**src/rtl/aes_pkg.sv**
```systemverilog
// Shared AES-128 constants, FSM state type and the xtime helper.
// Used by the round sequencer and its round-constant generator.
package aes_pkg;

   localparam int AES_BLOCO          = 128;
   localparam int NUM_RODADAS_AES128 = 10;

   localparam logic [7:0] RCON_INICIAL = 8'h01;

   typedef enum logic [1:0] {
      S_OCIOSO    = 2'd0,
      S_RODADA    = 2'd1,
      S_CONCLUIDO = 2'd2
   } estado_fsm_t;

   // Multiply by x in GF(2^8) modulo the AES polynomial.
   function automatic logic [7:0] xtime(input logic [7:0] r);
      return {r[6:0], 1'b0} ^ (r[7] ? 8'h1b : 8'h00);
   endfunction

endpackage

```
**src/rtl/gerador_rcon.sv**
```systemverilog
// Round-constant register: loads 01 at block start and advances by
// xtime once per round.
module gerador_rcon
   import aes_pkg::*;
(
   input  logic       clk,
   input  logic       rst,
   input  logic       carrega_i,
   input  logic       avanca_i,
   output logic [7:0] rcon_o
);

   logic [7:0] rcon_q, rcon_d;

   // Load has priority; otherwise advance or hold.
   always_comb begin
      rcon_d = rcon_q;
      if (carrega_i)
         rcon_d = RCON_INICIAL;
      else if (avanca_i)
         rcon_d = xtime(rcon_q);
   end

   // Round-constant register.
   always_ff @(posedge clk or posedge rst) begin
      if (rst)
         rcon_q <= RCON_INICIAL;
      else
         rcon_q <= rcon_d;
   end

   assign rcon_o = rcon_q;

endmodule

```
**src/rtl/controle_rodadas.sv**
```systemverilog
// Iterative AES-128 round sequencer: initial AddRoundKey in-house,
// then one external combinational round per cycle.
module controle_rodadas
   import aes_pkg::*;
#(
   parameter int NUM_RODADAS = NUM_RODADAS_AES128
)
(
   input  logic         clk,
   input  logic         rst,
   input  logic         ent_valido,
   output logic         ent_pronto,
   input  logic [127:0] ent_texto,
   input  logic [127:0] ent_chave,
   output logic         sai_valido,
   input  logic         sai_pronto,
   output logic [127:0] sai_texto,
   output logic [127:0] dp_estado,
   output logic [127:0] dp_chave,
   output logic [7:0]   dp_rcon,
   output logic         dp_ultima,
   input  logic [127:0] dp_resultado,
   input  logic [127:0] dp_chave_nova,
   output logic [3:0]   rodada
);

   localparam logic [1:0] OCIOSO    = S_OCIOSO;
   localparam logic [1:0] RODADA    = S_RODADA;
   localparam logic [1:0] CONCLUIDO = S_CONCLUIDO;

   localparam logic [3:0] ULTIMA = 4'(NUM_RODADAS);

   logic [1:0]           fsm_q, fsm_d;
   logic [AES_BLOCO-1:0] estado_q, estado_d;
   logic [AES_BLOCO-1:0] chave_q, chave_d;
   logic [3:0]           rodada_q, rodada_d;
   logic                 carrega, avanca;

   // Next-state logic: accept, iterate rounds, hold result.
   always_comb begin
      fsm_d    = fsm_q;
      estado_d = estado_q;
      chave_d  = chave_q;
      rodada_d = rodada_q;
      carrega  = 1'b0;
      avanca   = 1'b0;
      case (fsm_q)
         OCIOSO: begin
            if (ent_valido) begin
               estado_d = ent_texto ^ ent_chave;
               chave_d  = ent_chave;
               rodada_d = 4'd1;
               carrega  = 1'b1;
               fsm_d    = RODADA;
            end
         end
         RODADA: begin
            estado_d = dp_resultado;
            chave_d  = dp_chave_nova;
            avanca   = 1'b1;
            if (rodada_q == ULTIMA)
               fsm_d = CONCLUIDO;
            else
               rodada_d = rodada_q + 4'd1;
         end
         CONCLUIDO: begin
            if (sai_pronto) begin
               fsm_d    = OCIOSO;
               rodada_d = 4'd0;
            end
         end
         default: fsm_d = OCIOSO;
      endcase
   end

   // State, key, round-counter and FSM registers.
   always_ff @(posedge clk or posedge rst) begin
      if (rst) begin
         fsm_q    <= OCIOSO;
         estado_q <= '0;
         chave_q  <= '0;
         rodada_q <= 4'd0;
      end else begin
         fsm_q    <= fsm_d;
         estado_q <= estado_d;
         chave_q  <= chave_d;
         rodada_q <= rodada_d;
      end
   end

   gerador_rcon u_rcon (
      .clk       (clk),
      .rst       (rst),
      .carrega_i (carrega),
      .avanca_i  (avanca),
      .rcon_o    (dp_rcon)
   );

   assign ent_pronto = (fsm_q == OCIOSO);
   assign sai_valido = (fsm_q == CONCLUIDO);
   assign sai_texto  = estado_q;
   assign dp_estado  = estado_q;
   assign dp_chave   = chave_q;
   assign dp_ultima  = (fsm_q == RODADA) && (rodada_q == ULTIMA);
   assign rodada     = rodada_q;

endmodule

```
**config.mk**
```make
export PLATFORM = sky130hd
export DESIGN_NAME = controle_rodadas
export DESIGN_NICKNAME = d
export VERILOG_FILES = /design/src/rtl/aes_pkg.sv /design/src/rtl/gerador_rcon.sv /design/src/rtl/controle_rodadas.sv
export SDC_FILE = /design/constraint.sdc
export NUM_CORES = 1
export LEC_CHECK = 0
export BUFFER_PORTS_ARGS = -buffer_cell sky130_fd_sc_hd__buf_2
export CORE_AREA = 4 4 349 351
export DETAILED_ROUTE_END_ITERATION = 8
export DIE_AREA = 0 0 353 355
export PLACE_DENSITY = 0.34
export SLEW_MARGIN = 20
export SYNTH_ARGS = -nofsm -noshare
export SYNTH_HDL_FRONTEND = slang
export SYNTH_SLANG_ARGS = --single-unit
export TNS_END_PERCENT = 10
```
**constraint.sdc**
```tcl
create_clock -name clk -period 24 [get_ports clk]
set_clock_uncertainty 0.1 [all_clocks]
set_input_delay 2.4 -clock clk [delete_from_list [all_inputs] [get_ports clk]]
set_output_delay 2.4 -clock clk [all_outputs]
set_load 0.01 [all_outputs]
```
---- Word-level counts from Yosys, hierarchy flattened ----
Cells that the tools add are included.
word-level totals
  input port bits ......................... 516
  flip-flop bits (word level) ............. 270
  word-level logic and storage cells ...... 41
  output and inout bits ................... 399
operators by class
  bitwise operators ....................... 2
  equality and inequality tests ........... 7
  reductions and logical operators ........ 8
  add/subtract/negate cells ............... 1
  multiplexer cells ....................... 18
operator list
  operator               count
  $pmux W128 S2          2
  $mux W128              2
  $xor A128 B128 Y128    1
  $mux W8                2
  $mux W4                3
  $pmux W4 S3            1
  $xor A8 B8 Y8          1
  $mux W2                3
  $pmux W2 S3            1
  $mux W5                1
  $add A4 B1 Y4 const B  1
  $eq A4 B4 Y1 const B   1
  $ne A2 B1 Y1 const B   2
  $ne A2 B2 Y1 const B   2
  $reduce_and A4 Y1      1
  $reduce_bool A2 Y1     2
  $mux W1                3
  $reduce_and A3 Y1      1
  $reduce_bool A3 Y1     1
  $eq A2 B1 Y1 const B   1
  $eq A2 B2 Y1 const B   1
  $logic_not A2 Y1       1
  $reduce_and A2 Y1      1
  $logic_and A1 B1 Y1    1

---- Logic depth before layout (Yosys ltp) ----
  word-level depth ........................ 4
  depth in mapped cells ................... 10
  gate-level depth less buffers ........... 6

---- Hierarchy ----
Synthesis repeated with hierarchy kept, for this count alone.
second synthesis, totals
  cells, all modules ...................... 1588
  area, all modules ....................... 14508.9 um^2
modules (own cells, without submodules)
  module            instances  sequential area each (um^2)  area each (um^2)  cells each
  controle_rodadas  1          6556.3                       14156.1           1557
  gerador_rcon      1          201.4                        352.8             31

---- Worst setup path before layout ----
Ideal clock, no wire load.
  kind .................................... register to output
  start ................................... register fsm_q[1]
  end ..................................... output port dp_ultima
  arrival ................................. 1030 ps
  path slack .............................. 20470 ps
  path buffers ............................ 1
  data required time ...................... 21500 ps
  stages on the path, launching flop included .. 6
  cell sequence ........................... dfrtp_1 > inv_1 > ha_1 > buf_2 > inv_1 > nor2_1
on the way
  longest elaborated chain between the ends .. 2
RTL lines
  element                 line                     source
  from (decl)             controle_rodadas.sv:33   logic [1:0] fsm_q, fsm_d;
  from (signal assigned)  controle_rodadas.sv:84   fsm_q <= fsm_d;
  $eq A2 B1 Y1            controle_rodadas.sv:104  assign dp_ultima = (fsm_q == RODADA) && (rodada_q == ULTIMA);
  $logic_and A1 B1 Y1     controle_rodadas.sv:104
  to (decl)               controle_rodadas.sv:21   output logic dp_ultima,
Every way passes these cells.

---- Worst setup path after layout ----
  start ................................... input port ent_valido
  end ..................................... register chave_q[19] (netlist: dp_chave[19])
on the way
  longest elaborated chain between the ends .. 2
RTL lines
  element                      line                    source
  from (decl)                  controle_rodadas.sv:11  input logic ent_valido,
  $ne A2 B2 Y1 (no line)       --
  $reduce_and A2 Y1 (no line)  --
  to (signal assigned)         controle_rodadas.sv:86  chave_q <= chave_d;
  to (decl)                    controle_rodadas.sv:35  logic [AES_BLOCO-1:0] chave_q, chave_d;
Every way passes these cells.
A chain may end at the register's enable or synchronous reset.

==> summary.md <==
| Metric | Value |
|---|---|
| Run status | `finished clean` |
| Fin Hold WS | `0.373 ns` |
| Chip height | `355 um` |
| Net Count, Synth | `2108` |
| Final max-slew violation count | `0` |
| Die width | `353 um` |
| Setup Buffers After CTS | `0` |
| All-Layer GR Usage | `10.3%` |
| Skew-Pair Late Insertion Delay | `0.56 ns` |
| First-pass GRT wire length | `94900 um` |
| Fin crit share | `22.8%` |
| RSZ-0062 raised after global routing | `false` |
| CP dominant cell by count | `buf_4` |
| Setup_tns | `0 ns` |
| Switching Share | `45.4%` |
| FF+latch count, synth | `270` |
| Startpoint Class | `input pin` |
| Htree depth | `2` |
| Slew margin rel. | `36.2%` |
| Final worst slack | `18.53 ns` |
| Clock power frac | `19.7%` |
| Sequential fraction of the synthesis area | `46.6%` |
| Clock buffer depth | `3` |
| Cts hold-fix bufs | `0` |
| Antenna violations before repair | `5` |
| Die ar. | `125000 um2` |
| Clk slew on worst S/H paths | `0.05 ns` |
| Final Setup Violations | `0` |
| Clock period minus worst slack | `5.47 ns` |
| Fmax | `0.183 GHz` |
| Clk sinks | `270` |
| Worst Path Required | `24.30 ns` |
| Worst Tran Pin Value | `0.956 ns` |
| Sequential share of power | `30.9%` |
| Drc violations | `0` |
| Comb pwr share | `49.3%` |
| Slowest cell on crit path | `buf_4` |
| Routed vias/inst | `3.36` |
| Synth Instances | `1586` |
| Worst path max stage delay | `0.72 ns` |
| Core area | `119000 um2` |
| TritonCTS buffer count | `38` |
| Avg Inst Size Synth | `9.14 um2` |
| CTS tree | `yes` |
| Grt total ovfl | `0` |
| Most frequent cells in the layout | `914 x buf_2, 269 x dfrtp_1, 260 x nand2_1` |
| Routed len/inst | `17.3 um` |
| Router iterations before antenna repair | `4` |
| YS warnings | `0` |
| Vias post-DR | `13118` |
| Internal power | `1.53 mW` |
| Pre-CTS setup slack | `17.88 ns` |
| Worst EP arrival | `5.77 ns` |
| FF-to-FF setup slack | `19.05 ns` |
| Post-synthesis cell type count | `31` |
| Sw Pwr | `1.28 mW` |
| PwrDens | `135 nW/um2` |
| Starting Density | `12.2%` |
| Crit Path Class | `input pin to register` |
| Vias in the first global route | `13469` |
| Input/output buffers | `914` |
| IO Count | `915` |
| Netlist Area Pre-Place | `14500 um2` |
| CP bufs+invs | `5` |
| Pin count of the biggest net entering global routing | `185` |
| Hpwl dp | `54600 um` |
| Row cnt | `127` |
| Leakage | `10.2 nW` |
| Post_cts resized | `0` |
| Peak supply drop | `0.0000718 V` |
| Worst-path fanout max | `89` |
| Syn-to-layout area delta | `43.6%` |
| Commonest non-fill, non-tap cell in the layout | `buf_2` |
| 1st-iter DRT viols | `527` |
| Max-Cap Viols | `0` |
| Antenna-violating nets left | `0` |
| Crit path capture type | `register` |
| Clock root cell | `clkbuf_16` |
| Delay-heaviest family, CP | `buffers and inverters` |
| Hold Path Class | `register to register` |
| Critical path, cell by cell | `buf_2, mux2i_4, buf_4, buf_4, buf_4, buf_4, o21ai_0` |
| Final hold viol count | `0` |
| Routability congestion estimate | `0.880` |
| Layout cells sized above 1 | `42.3%` |
| Number of nets in the layout | `2845` |
| Routed wire length | `67500 um` |
==> state kept, by name, summed over array words and instances (netlist names) <==
signal         count
dp_estado        128
dp_chave         128
u_rcon.rcon_o      8
rodada             4
fsm_q              2
==> cell type report <==
type	instances	area [um2]
clock buffers	53	1140
multi-input cells	1081	6190
clock inverters	13	67.6
well taps	1548	1940
repair buffers	927	4700
diodes	3	7.51
fillers	13596	98200
flip-flops and latches	270	6760
inverters	5	26.3
==> worst min-delay path, stage by stage (launching register included) <==
cell and delay (ns):
dfrtp_1 0.33, nand2_1 0.04, o21ai_0 0.06
==> Yosys cell counts (all sizes together) <==
cell	number	area share, %
mux2	1	0.078
nand3b	2	0.10
or4	1	0.052
clkbuf	51	1.3
buf	179	9.3
and2	2	0.086
ha	6	0.52
nand3	4	0.14
nand2	260	6.7
a211o	1	0.060
a221oi	1	0.060
inv	5	0.13
o21ai	258	8.9
nand2b	2	0.086
and4b	1	0.069
nand4	1	0.043
o22a	1	0.060
nor2	139	3.6
xnor2	131	7.9
dfstp	1	0.18
nand4b	1	0.060
a21oi	131	4.5
a211oi	3	0.16
dfrtp	269	46
or3	1	0.043
mux2i	134	9.3
==> power by group through the flow <==
stage | sequential (mW) | combinational (mW) | clock (mW)
5_1_grt | 0.903 | 1.55 | 0.606
4_1_cts | 0.876 | 1.43 | 0.591
3_3_place_gp | 0.879 | 1.43 | 0
3_5_place_dp | 0.880 | 1.44 | 0
6_report | 0.868 | 1.39 | 0.555
2_1_floorplan | 0.930 | 0.869 | 0
==> final timing paths <==
kind / cells past startpoint / start / endpoint
setup reg to reg: 9 / fsm_q[1] / dp_estado[41]
max in group asynchronous: 3 / rst / dp_estado[32]
hold reg to reg: 2 / dp_chave[25] / dp_chave[25]
setup / recovery: 7 / ent_valido / dp_chave[19]
hold / removal: 2 / dp_chave[25] / dp_chave[25]
min in group asynchronous: 2 / rst / dp_estado[65]
==> layer usage <==
layer / GRT usage [%] / vias to the layer above / routed length [um]
met5: 0 / - / 10
met4: 3.34 / 2 / 1890
met3: 3.47 / 73 / 5550
met2: 17.4 / 512 / 32800
met1: 12.2 / 5884 / 27200
li1: - / 6647 / -
==> metrics by stage <==
stage	total power [mW]	std cells	cell area (um2)	util, %
2_1_floorplan	1.80	1586	14500	-
3_3_place_gp	2.31	3831	19600	16.5
3_5_place_dp	2.32	3831	19600	16.5
4_1_cts	2.90	3897	20800	17.5
5_1_grt	3.06	3898	20800	17.5
6_report	2.81	3900	20800	17.5
==> kinds of logic (layout without fill, tap and decap cells) <==
group                      count (synthesis)  in the layout  share of synthesized area (%)
other                                      0              3                              0
and+or+nand+nor                          414            414                           11.0
buffers and inverters                    235            998                           10.8
DFF                                      270            270                           46.6
xor gates and xnor gates                 131            131                           7.91
muxes                                    135            135                           9.41
AOI/OAI and AO/OA                        395            395                           13.8
adders and majority gates                  6              6                          0.518
Note: power is estimated with default switching activity, not from simulation.
